## config.mk

```make
export PLATFORM = sky130hd
export DESIGN_NAME = ras_ctrl
export DESIGN_NICKNAME = d
export VERILOG_FILES = /design/src/rtl/ras_ctrl.sv
export SDC_FILE = /design/constraint.sdc
export NUM_CORES = 1
export LEC_CHECK = 0
export CAP_MARGIN = 0
export CORE_MARGIN = 3
export CORE_UTILIZATION = 29
export DETAILED_ROUTE_END_ITERATION = 10
export PLACE_DENSITY = 0.75
export SKIP_LAST_GASP = 1
export SYNTH_ARGS = -nofsm -noshare
export SYNTH_HDL_FRONTEND = slang
export SYNTH_SLANG_ARGS = --single-unit
```

## constraint.sdc

```tcl
create_clock -name clk -period 3.8 [get_ports clk]
set_input_delay 0.38 -clock clk [delete_from_list [all_inputs] [get_ports clk]]
set_output_delay 0.38 -clock clk [all_outputs]
set_load 0.01 [all_outputs]
```

## src/rtl/ras_ctrl.sv

```systemverilog
// Return-address-stack controller: classifies IF instructions as call/return,
// tracks speculative RAS ops through ID/EX and rolls them back on flush.
module ras_ctrl #(
  parameter int STACK_ADDR_WIDTH = 4
) (
  input  logic                        clk,
  input  logic                        rst_n,
  input  logic [31:0]                 if_instr,
  input  logic                        if_valid,
  input  logic                        stall,
  input  logic                        flush_id,
  input  logic                        flush_ex,
  output logic                        push,
  output logic                        pop,
  output logic                        rollback_pop_id,
  output logic                        rollback_push_id,
  output logic                        rollback_push_ex,
  output logic                        ras_valid,
  output logic [STACK_ADDR_WIDTH:0]   occupancy
);

  localparam int OW = STACK_ADDR_WIDTH + 2;
  localparam logic [OW-1:0] DEPTH_X = OW'(1) << STACK_ADDR_WIDTH;

  logic [6:0] opcode;
  logic [4:0] rd;
  logic [4:0] rs1;
  logic [2:0] funct3;
  logic       link_rd;
  logic       link_rs1;
  logic       is_jal;
  logic       is_jalr;
  logic       is_call;
  logic       is_ret;
  logic       advance;
  logic       unused_instr_bits;

  logic id_push_q, id_push_d;
  logic id_pop_q, id_pop_d;
  logic ex_push_q, ex_push_d;
  logic [STACK_ADDR_WIDTH:0] occ_q, occ_d;
  logic [OW-1:0] occ_sum;

  assign opcode   = if_instr[6:0];
  assign rd       = if_instr[11:7];
  assign funct3   = if_instr[14:12];
  assign rs1      = if_instr[19:15];
  assign unused_instr_bits = ^if_instr[31:20];

  assign link_rd  = (rd == 5'd1) || (rd == 5'd5);
  assign link_rs1 = (rs1 == 5'd1) || (rs1 == 5'd5);
  assign is_jal   = (opcode == 7'b1101111);
  assign is_jalr  = (opcode == 7'b1100111) && (funct3 == 3'b000);

  // Both-linked JALR with rs1 != rd is treated as a plain call (no coroutine swap).
  assign is_call  = (is_jal && link_rd) || (is_jalr && link_rd);
  assign is_ret   = is_jalr && !link_rd && link_rs1;

  always_comb begin
    advance          = rst_n && if_valid && !stall && !flush_id && !flush_ex;
    push             = advance && is_call;
    pop              = advance && is_ret && (occ_q != '0);
    rollback_pop_id  = 1'b0;
    rollback_push_id = 1'b0;
    rollback_push_ex = 1'b0;
    if (rst_n && flush_ex) begin
      rollback_pop_id  = id_pop_q;
      rollback_push_id = id_push_q;
      rollback_push_ex = ex_push_q;
    end else if (rst_n && flush_id) begin
      rollback_pop_id  = id_pop_q;
      rollback_push_id = id_push_q;
    end
  end

  always_comb begin
    id_push_d = push;
    id_pop_d  = pop;
    ex_push_d = id_push_q;
    if (flush_ex || flush_id) begin
      id_push_d = 1'b0;
      id_pop_d  = 1'b0;
      ex_push_d = 1'b0;
    end else if (stall) begin
      id_push_d = id_push_q;
      id_pop_d  = id_pop_q;
      ex_push_d = 1'b0;
    end
  end

  // Net change lies in [-3, +2]; MSB of the widened sum flags underflow.
  always_comb begin
    occ_sum = {1'b0, occ_q} + OW'(push) + OW'(rollback_pop_id)
              - OW'(pop) - OW'(rollback_push_id) - OW'(rollback_push_ex);
    if (occ_sum[OW-1]) begin
      occ_d = '0;
    end else if (occ_sum > DEPTH_X) begin
      occ_d = DEPTH_X[STACK_ADDR_WIDTH:0];
    end else begin
      occ_d = occ_sum[STACK_ADDR_WIDTH:0];
    end
  end

  always_ff @(posedge clk) begin
    if (!rst_n) begin
      id_push_q <= 1'b0;
      id_pop_q  <= 1'b0;
      ex_push_q <= 1'b0;
      occ_q     <= '0;
    end else begin
      id_push_q <= id_push_d;
      id_pop_q  <= id_pop_d;
      ex_push_q <= ex_push_d;
      occ_q     <= occ_d;
    end
  end

  assign occupancy = occ_q;
  assign ras_valid = (occ_q != '0);

endmodule

```

==> metrics.md, run 1 <==
| Metric | Value |
|---|---|
| Number of buffer and inverter instances along the worst setup path | 2 |
| Cells on worst reg2reg path | 15 |
| Final min period | between 3 and 4 ns |
| Chip height | roughly 52 um |
| Initial antenna violation count | 0 |
| Final hold violation count | 0 |
| Reg clk slew, reported paths | 0.06 ns |
| Slew at the pin with the worst max-slew slack | around 0.39 ns |
| Kind of end point of the critical path | register |
| Initial core utilization | approximately a third |
| Worst setup slack after layout | -0.0234 ns |
| Setup repair after global routing missed its margin | yes |
| Synth cell types | 26 |
| Final Cycle Share | 101% |
| Core area | around 0.0019 mm^2 |
| Total standard cell area after synthesis | just over 600 um^2 |
| GPL Wtd Cong | roughly 0.80 |
| CTS H-tree lvls | 1 |
| Data required time at the worst endpoint | 3.97 ns |
| Skew-Pair Late Insertion Delay | ~0.26 ns |
| Overflow left after global routing | 0 |
| GR Util All Layers | between 10% and 20% |
| Cell area after placement | about 0.0011 mm^2 |
| Data arrival time of the worst path | roughly 4 ns |
| Ratio of routed vias to standard cells | just under 5 |
| Gate Count Post-Synth | 63 |
| Width of the die | roughly 52 um |
| Critical path start-end classification | input port to register |
| Maximum number of pins on one net before global-route repair | 7 |
| Worst hold stages | 4 |
| Total length of routed wires | 1950 um |
| Area grow syn2layout | 93.7% |
| Buffers on Ports | 34 |
| HP Class | input port to register |
| Startpoint types | input port |
| Vias post-DR | 679 |
| Final slew viol count | 0 |
| Pre-CTS WS | -0.929 ns |
| Area of the die | around 0.0027 mm^2 |
| Placement Rows | 15 |
| Max Cap Violations | 0 |
| Count of yosys warnings during synthesis | 0 |
| Status | complete, but fails checks |
| Critical Path Stages | 14 |
| Crit-path cells | buf_6 -> or3b_4 -> or4_4 -> nor4b_4 -> ha_1 -> fa_2 -> fa_1 -> inv_2 -> ha_4 -> fa_2 -> nor2b_4 -> nor3_4 -> o21ai_4 -> nor4b_2 |
| CP max-delay cell | sky130_fd_sc_hd__or4_4 |
| Number of DRC violations after detailed-routing iteration 0 | 7 |
| Post-Syn Area per Cell | ~9.7 um^2 |
| Fraction of layout cells with a size suffix above 1 | 32.2% |
| IO Count | roughly 50 |
| Detailed-router iteration count before antenna repair | 4 |
| Delay of the slowest cell on the worst path | around 0.51 ns |
| TritonCTS clock tree | yes |
| Finished layout cell area | ~0.0012 mm^2 |
| Clock Sinks | 8 |
| Leakage power summed over all cells | 0.494 nW |
| Post-detailed-placement half-perimeter wirelength | approximately 1500 um |
| Cell repeated most along the worst path | sky130_fd_sc_hd__fa_2 |
| Final total power | between 150 and 200 uW |
| Root buffer cell | sky130_fd_sc_hd__clkbuf_4 |
| Violations in the final reports | setup timing |
| Synthesis-stage register bit count | 8 |
| N_diodes | 0 |
| Worst-case clock buffer depth | 2 |
| Number of remaining DRC errors | 0 |
| Vias in the first global route | 700 |
| Number of nets in the finished design | about 170 |
| Average wire length per cell after detail routing | 13.9 um |
| Fmax | roughly 260 MHz |
| First-pass GRT wire length | around 3000 um |
| Headroom to the max-slew limit | between 70% and 80% |
| Synthesized Nets | around 110 |
| Count of hold-fix buffers inserted at cts | 0 |
| Max Fanout on Critical Path | 5 |
| Largest clock skew in the final design | 0.00606 ns |
| Cell class contributing the biggest share of worst-path delay | simple AND/OR/NAND/NOR gates |
| Remaining antenna violation count after routing | 0 |
| # setup viols final | 1 |
| Setup TNS | -0.0234 ns |
| Total power per unit cell area | around 160 mW/mm^2 |
| Portion of the post-synthesis area used by sequential elements | 26.2% |
| Clock buffers created by TritonCTS | 3 |
| Worst vdd ir | roughly 120 uV |
## synthesized netlist by cell type
| library cell | n | area (um^2) |
|---|---|---|
| sky130_fd_sc_hd__a41o_1 | 2 | 20.0 |
| sky130_fd_sc_hd__or4b_1 | 1 | 10.0 |
| sky130_fd_sc_hd__and3_1 | 2 | 12.5 |
| sky130_fd_sc_hd__o21ai_0 | 2 | 10.0 |
| sky130_fd_sc_hd__nand4b_1 | 1 | 8.76 |
| sky130_fd_sc_hd__o21ai_1 | 1 | 5.00 |
| sky130_fd_sc_hd__xor2_1 | 2 | 17.5 |
| sky130_fd_sc_hd__or3b_1 | 1 | 8.76 |
| sky130_fd_sc_hd__o21a_1 | 1 | 7.51 |
| sky130_fd_sc_hd__nor4b_1 | 4 | 35.0 |
| sky130_fd_sc_hd__ha_1 | 6 | 75.1 |
| sky130_fd_sc_hd__dfxtp_1 | 8 | 160 |
| sky130_fd_sc_hd__nand3_1 | 2 | 10.0 |
| sky130_fd_sc_hd__or2_2 | 1 | 6.26 |
| sky130_fd_sc_hd__nor4_1 | 3 | 18.8 |
| sky130_fd_sc_hd__fa_1 | 4 | 80.1 |
| sky130_fd_sc_hd__nor3b_1 | 2 | 15.0 |
| sky130_fd_sc_hd__nor3_1 | 1 | 5.00 |
| sky130_fd_sc_hd__nor2_1 | 3 | 11.3 |
| sky130_fd_sc_hd__a21oi_1 | 1 | 5.00 |
| sky130_fd_sc_hd__nand2_1 | 1 | 3.75 |
| sky130_fd_sc_hd__nor4b_4 | 1 | 23.8 |
| sky130_fd_sc_hd__inv_1 | 10 | 37.5 |
| sky130_fd_sc_hd__nor2b_1 | 1 | 6.26 |
| sky130_fd_sc_hd__o21bai_1 | 1 | 7.51 |
| sky130_fd_sc_hd__or4_4 | 1 | 11.3 |
## cells by family (layout without fill, tap and decap cells)
logic type	after synthesis	in the layout	synth area share [%]
simple gates	25	25	30.5
fa+ha+maj	10	10	25.4
buf+inv	10	62	6.14
compound gates	8	8	9.00
flops	8	8	26.2
xor+xnor	2	2	2.86
## metal layers
metal | global-route usage (%) | routed length [um] | vias to the layer above
met1 | 17.0 | 818 | 318
li1 | - | - | 335
met4 | 3.93 | 6 | 0
met2 | 26.6 | 958 | 24
met3 | 5.44 | 162 | 2
met5 | 0 | 0 | -
## metrics by stage
step | util (%) | instances | hold slack, ns
after detailed placement | 57.4 | 132 | 0.483
final | 63.8 | 140 | 0.486
after CTS | 62.6 | 139 | 0.474
after global routing | 63.8 | 140 | 0.492
after global placement | 57.4 | 132 | 0.487
after floorplan | - | 63 | 0.456
## cell usage in the layout, fill, tap and decap left out, drive strengths merged
cell | synthesis | layout
dfxtp | 8 | 8
nand4b | 1 | 1
a21oi | 1 | 1
and3 | 2 | 2
dlygate4sd2 | 0 | 7
buf | 0 | 18
inv | 10 | 10
nand3 | 2 | 2
or3b | 1 | 1
nor4b | 5 | 5
nor3 | 1 | 1
clkbuf | 0 | 3
a41o | 2 | 2
xor2 | 2 | 2
nor2b | 1 | 1
nor2 | 3 | 3
or2 | 1 | 1
nor3b | 2 | 2
nor4 | 3 | 3
clkdlybuf4s50 | 0 | 23
o21a | 1 | 1
o21ai | 3 | 3
fa | 4 | 4
nand2 | 1 | 1
clkdlybuf4s15 | 0 | 1
ha | 6 | 6
or4 | 1 | 1
or4b | 1 | 1
o21bai | 1 | 1
## path summary, 6_finish.rpt
path,from,to,slack [ns]
setup / recovery,flush_id,occupancy[2],-0.02
hold / removal,flush_ex,ex_push_q,0.49
setup reg to reg,occupancy[3],occupancy[2],0.18
hold reg to reg,id_push_q,ex_push_q,0.49
## tightest hold or removal path, delay by kind of cell
kind,cells,cell delay [ns]
buf+inv,2,0.17
simple gates,2,0.16
## flip-flops by register name, indices dropped and copies added (netlist names)
| register | count |
|---|---|
| ex_push_q | 1 |
| id_pop_q | 1 |
| occupancy | 5 |
| id_push_q | 1 |
## final cells by class
cell class                      instances  area (um^2)
Clock buffer                            3         22.5
Fill cell                             135          673
Inverter                               10         37.5
Multi-Input combinational cell         45          492
Sequential cell                         8          160
Tap cell                               25         31.3
Timing Repair Buffer                   49          442
## report_power, final
| group | internal [mW] | switching [mW] | total, mW |
|---|---|---|---|
| clock network | 0.0363 | 0.0316 | 0.0679 |
| registers | 0.0839 | 0.0000510 | 0.0840 |
| logic | 0.0263 | 0.0104 | 0.0367 |
## repair_timing
action | CTS | global route
pin swaps | 15 | 11
endpoints found under the hold margin | 0 | 0
endpoints found under the setup margin | 5 | 5
resized for setup | 35 | 2
buffers inserted | 4 | 1
Note: power is estimated with default switching activity, not from simulation.
==> inputs of run 2 (changes only) <==
Settings changed: PLACE_DENSITY 0.75 to 0.74.
==> run 2 against run 1 <==
  * Largest power group unchanged
  * Fmax rose by 2.7%
  * Core utilization fell by 1.4 points
  * Routed wire length down 16%
  * Register-to-register slack better by 0.03 ns
  * Non-clock buffer count shrank 2
  * Via count fell by 5.4%
  * Flip-flop and latch count is the same
  * Setup slack better by 0.10 ns
  * Critical endpoint is now occupancy[3]
  * The run now ends clean
  * Worst hold slack got worse by 0.087 ns
  * Combinational power decreased by 8.7%
  * Largest cell class unchanged
  * Sequential share of layout area grew 0.31 points
==> metrics.md, run 2 (synthesized netlist as in run 1, its figures left out) <==
| Metric | Value |
|---|---|
| Clock Sinks | 8 (unchanged) |
| Most common cell after layout, fill and taps aside | sky130_fd_sc_hd__clkdlybuf4s50_1 |
| TritonCTS clock tree | yes |
| Total power per unit cell area | 158 mW/mm^2 (-0.76%) |
| Critical path start-end classification | input port to register |
| Overflow left after global routing | 0 (unchanged) |
| Finished layout cell area | 0.00116 mm^2 (-2.2%) |
| Cell area after placement | 0.00107 mm^2 (unchanged) |
| Most frequent cells in the layout | 23 x sky130_fd_sc_hd__clkdlybuf4s50_1, 13 x sky130_fd_sc_hd__buf_4, 9 x sky130_fd_sc_hd__inv_1 |
| Number of remaining DRC errors | 0 (unchanged) |
| Detailed-router iteration count before antenna repair | 4 (unchanged) |
| Fmax | 269 MHz (+2.7%) |
| Cell repeated most along the worst path | sky130_fd_sc_hd__fa_2 |
| Max Cap Violations | 0 (unchanged) |
| Width of the die | 51.9 um (unchanged) |
| Skew-Pair Late Insertion Delay | 0.26 ns (about the same) |
| Largest clock skew in the final design | 0.00527 ns (-0.000796 ns) |
| N_diodes | 0 (unchanged) |
| Delay of the slowest cell on the worst path | 0.51 ns (about the same) |
| Final Cycle Share | 98.0% (-2.6 points) |
| Core area | 0.00186 mm^2 (unchanged) |
| Worst vdd ir | 121 uV (-1.9%) |
| Maximum number of pins on one net before global-route repair | 7 (unchanged) |
| Final hold violation count | 0 (unchanged) |
| Cell class contributing the biggest share of worst-path delay | adder cells |
| Status | finished, final reports clean |
| Data arrival time of the worst path | 3.84 ns (-0.15 ns) |
| Slew at the pin with the worst max-slew slack | 0.464 ns (+0.0758 ns) |
| HP Class | input port to register |
| CTS H-tree lvls | 1 (unchanged) |
| Crit-path cells | buf_6 -> or3b_4 -> or4_4 -> nor4b_4 -> ha_1 -> fa_2 -> fa_1 -> inv_2 -> ha_4 -> fa_2 -> nor2b_4 -> nor3_4 -> o21a_2 -> nor4_1 |
| Number of nets in the finished design | 163 (-1.2%) |
| Number of DRC violations after detailed-routing iteration 0 | 8 (+1) |
| Data required time at the worst endpoint | 3.92 ns (-0.05 ns) |
| GR Util All Layers | 13.5% (-1.6 points) |
| First-pass GRT wire length | 2690 um (-9.1%) |
| Area of the die | 0.00270 mm^2 (unchanged) |
| Initial antenna violation count | 0 (unchanged) |
| Initial core utilization | 32.9% (unchanged) |
| Average wire length per cell after detail routing | 11.8 um (-15%) |
| Vias in the first global route | 634 (-9.4%) |
| Post-detailed-placement half-perimeter wirelength | 1410 um (-7.9%) |
| Headroom to the max-slew limit | 69.0% (-4.8 points) |
| Leakage power summed over all cells | 0.488 nW (-1.2%) |
| Vias post-DR | 642 (-5.4%) |
| GPL Wtd Cong | 0.780 (-2.3%) |
| Ratio of routed vias to standard cells | 4.65 (-4.1%) |
| Area grow syn2layout | 89.4% |
| CP max-delay cell | sky130_fd_sc_hd__fa_1 |
| Max Fanout on Critical Path | 5 (unchanged) |
| Post-placement cell count | 132 (unchanged) |
| Setup TNS | 0 ns (+0.0234 ns) |
| Count of non-filler cells in the finished layout | 138 (-1.4%) |
| Setup repair after global routing missed its margin | yes |
| Chip height | 51.9 um (unchanged) |
| Fraction of layout cells with a size suffix above 1 | 30.1% (-2.1 points) |
| Kind of end point of the critical path | register |
| Number of buffer and inverter instances along the worst setup path | 2 (unchanged) |
| Final slew viol count | 0 (unchanged) |
| R2r setup slk | 0.21 ns (+0.03 ns) |
| Total length of routed wires | 1630 um (-16%) |
| Final min period | 3.72 ns (-0.100 ns) |
| # setup viols final | 0 (-1) |
| Remaining antenna violation count after routing | 0 (unchanged) |
| Clock buffers created by TritonCTS | 3 (unchanged) |
| Placement Rows | 15 (unchanged) |
| Reg clk slew, reported paths | 0.06 ns (about the same) |
| Flip-flop count of the largest register, all copies and words added | 5 (unchanged) |
| Root buffer cell | sky130_fd_sc_hd__clkbuf_4 |
| Worst-case clock buffer depth | 2 (unchanged) |
| Buffers on Ports | 34 (unchanged) |
| Startpoint types | input port |
| IO Count | 49 (unchanged) |
[run 2: changes by cell type in the layout (fill, tap and decap cells not counted)]
cell                              change
sky130_fd_sc_hd__buf_2                +1
sky130_fd_sc_hd__nor4_1               -1
sky130_fd_sc_hd__nor4b_2              -1
sky130_fd_sc_hd__dlymetal6s2s_1       +1
sky130_fd_sc_hd__xor2_2               -1
sky130_fd_sc_hd__clkdlybuf4s15_1      -1
sky130_fd_sc_hd__nor4b_1              +1
sky130_fd_sc_hd__xor2_1               +1
sky130_fd_sc_hd__buf_6                -1
sky130_fd_sc_hd__nor4_2               +1
sky130_fd_sc_hd__buf_4                -2
[run 2: layout make-up]
type	instances	area, um^2
Timing Repair Buffer	47	423
Sequential cell	8	160
Clock buffer	3	22.5
Inverter	10	37.5
Multi-Input combinational cell	45	484
Tap cell	25	31.3
Fill cell	153	699
[run 2: per-stage QoR]
stage	hold slack (ns)	setup slack (ns)	power (mW)	util (%)
6_report	0.398	0.0769	0.183	62.4
5_1_grt	0.393	-0.0687	0.195	62.4
4_1_cts	0.393	-0.197	0.186	61.5
3_5_place_dp	0.489	-0.857	0.120	57.4
3_3_place_gp	0.490	-0.805	0.120	57.4
2_1_floorplan	0.456	-0.313	0.0903	-
[run 2: power breakdown]
part           total, mW  internal [mW]  switching (mW)
Clock             0.0655         0.0362          0.0293
Sequential        0.0840         0.0840       0.0000408
Combinational     0.0335         0.0244         0.00916
[run 2: worst paths after layout]
path	startpoint	endpoint	depth (start not counted)
max	flush_id	occupancy[3]	14
min	flush_id	ex_push_q	3
max reg2reg	occupancy[3]	occupancy[3]	15
min reg2reg	id_pop_q	id_pop_q	1
[run 2: worst reg2reg max path, cell delays in order, from the launching register on]
cell and delay, ns:
sky130_fd_sc_hd__dfxtp_1 0.32, sky130_fd_sc_hd__inv_1 0.08, sky130_fd_sc_hd__ha_1 0.13, sky130_fd_sc_hd__or4b_1 0.46, sky130_fd_sc_hd__nand2_1 0.13, sky130_fd_sc_hd__nor4b_4 0.06
sky130_fd_sc_hd__ha_1 0.30, sky130_fd_sc_hd__fa_2 0.34, sky130_fd_sc_hd__fa_1 0.51, sky130_fd_sc_hd__inv_2 0.05, sky130_fd_sc_hd__ha_4 0.15, sky130_fd_sc_hd__fa_2 0.33
sky130_fd_sc_hd__nor2b_4 0.14, sky130_fd_sc_hd__nor3_4 0.18, sky130_fd_sc_hd__o21a_2 0.22, sky130_fd_sc_hd__nor4_1 0.07
[run 2: per-layer routing]
metal  wire length, um  track usage [%]
met3               127             3.72
met1               774             17.0
met2               715             20.9
met4                14             6.55
met5                 0                0
[run 2: timing repair]
item / CTS / global route
setup endpoints to repair: 5 / 5
setup buffers: 2 / 1
hold endpoints to repair: 0 / 0
pin swaps: 13 / 11
resized for setup: 32 / 2
hold buffers: 0 / 0
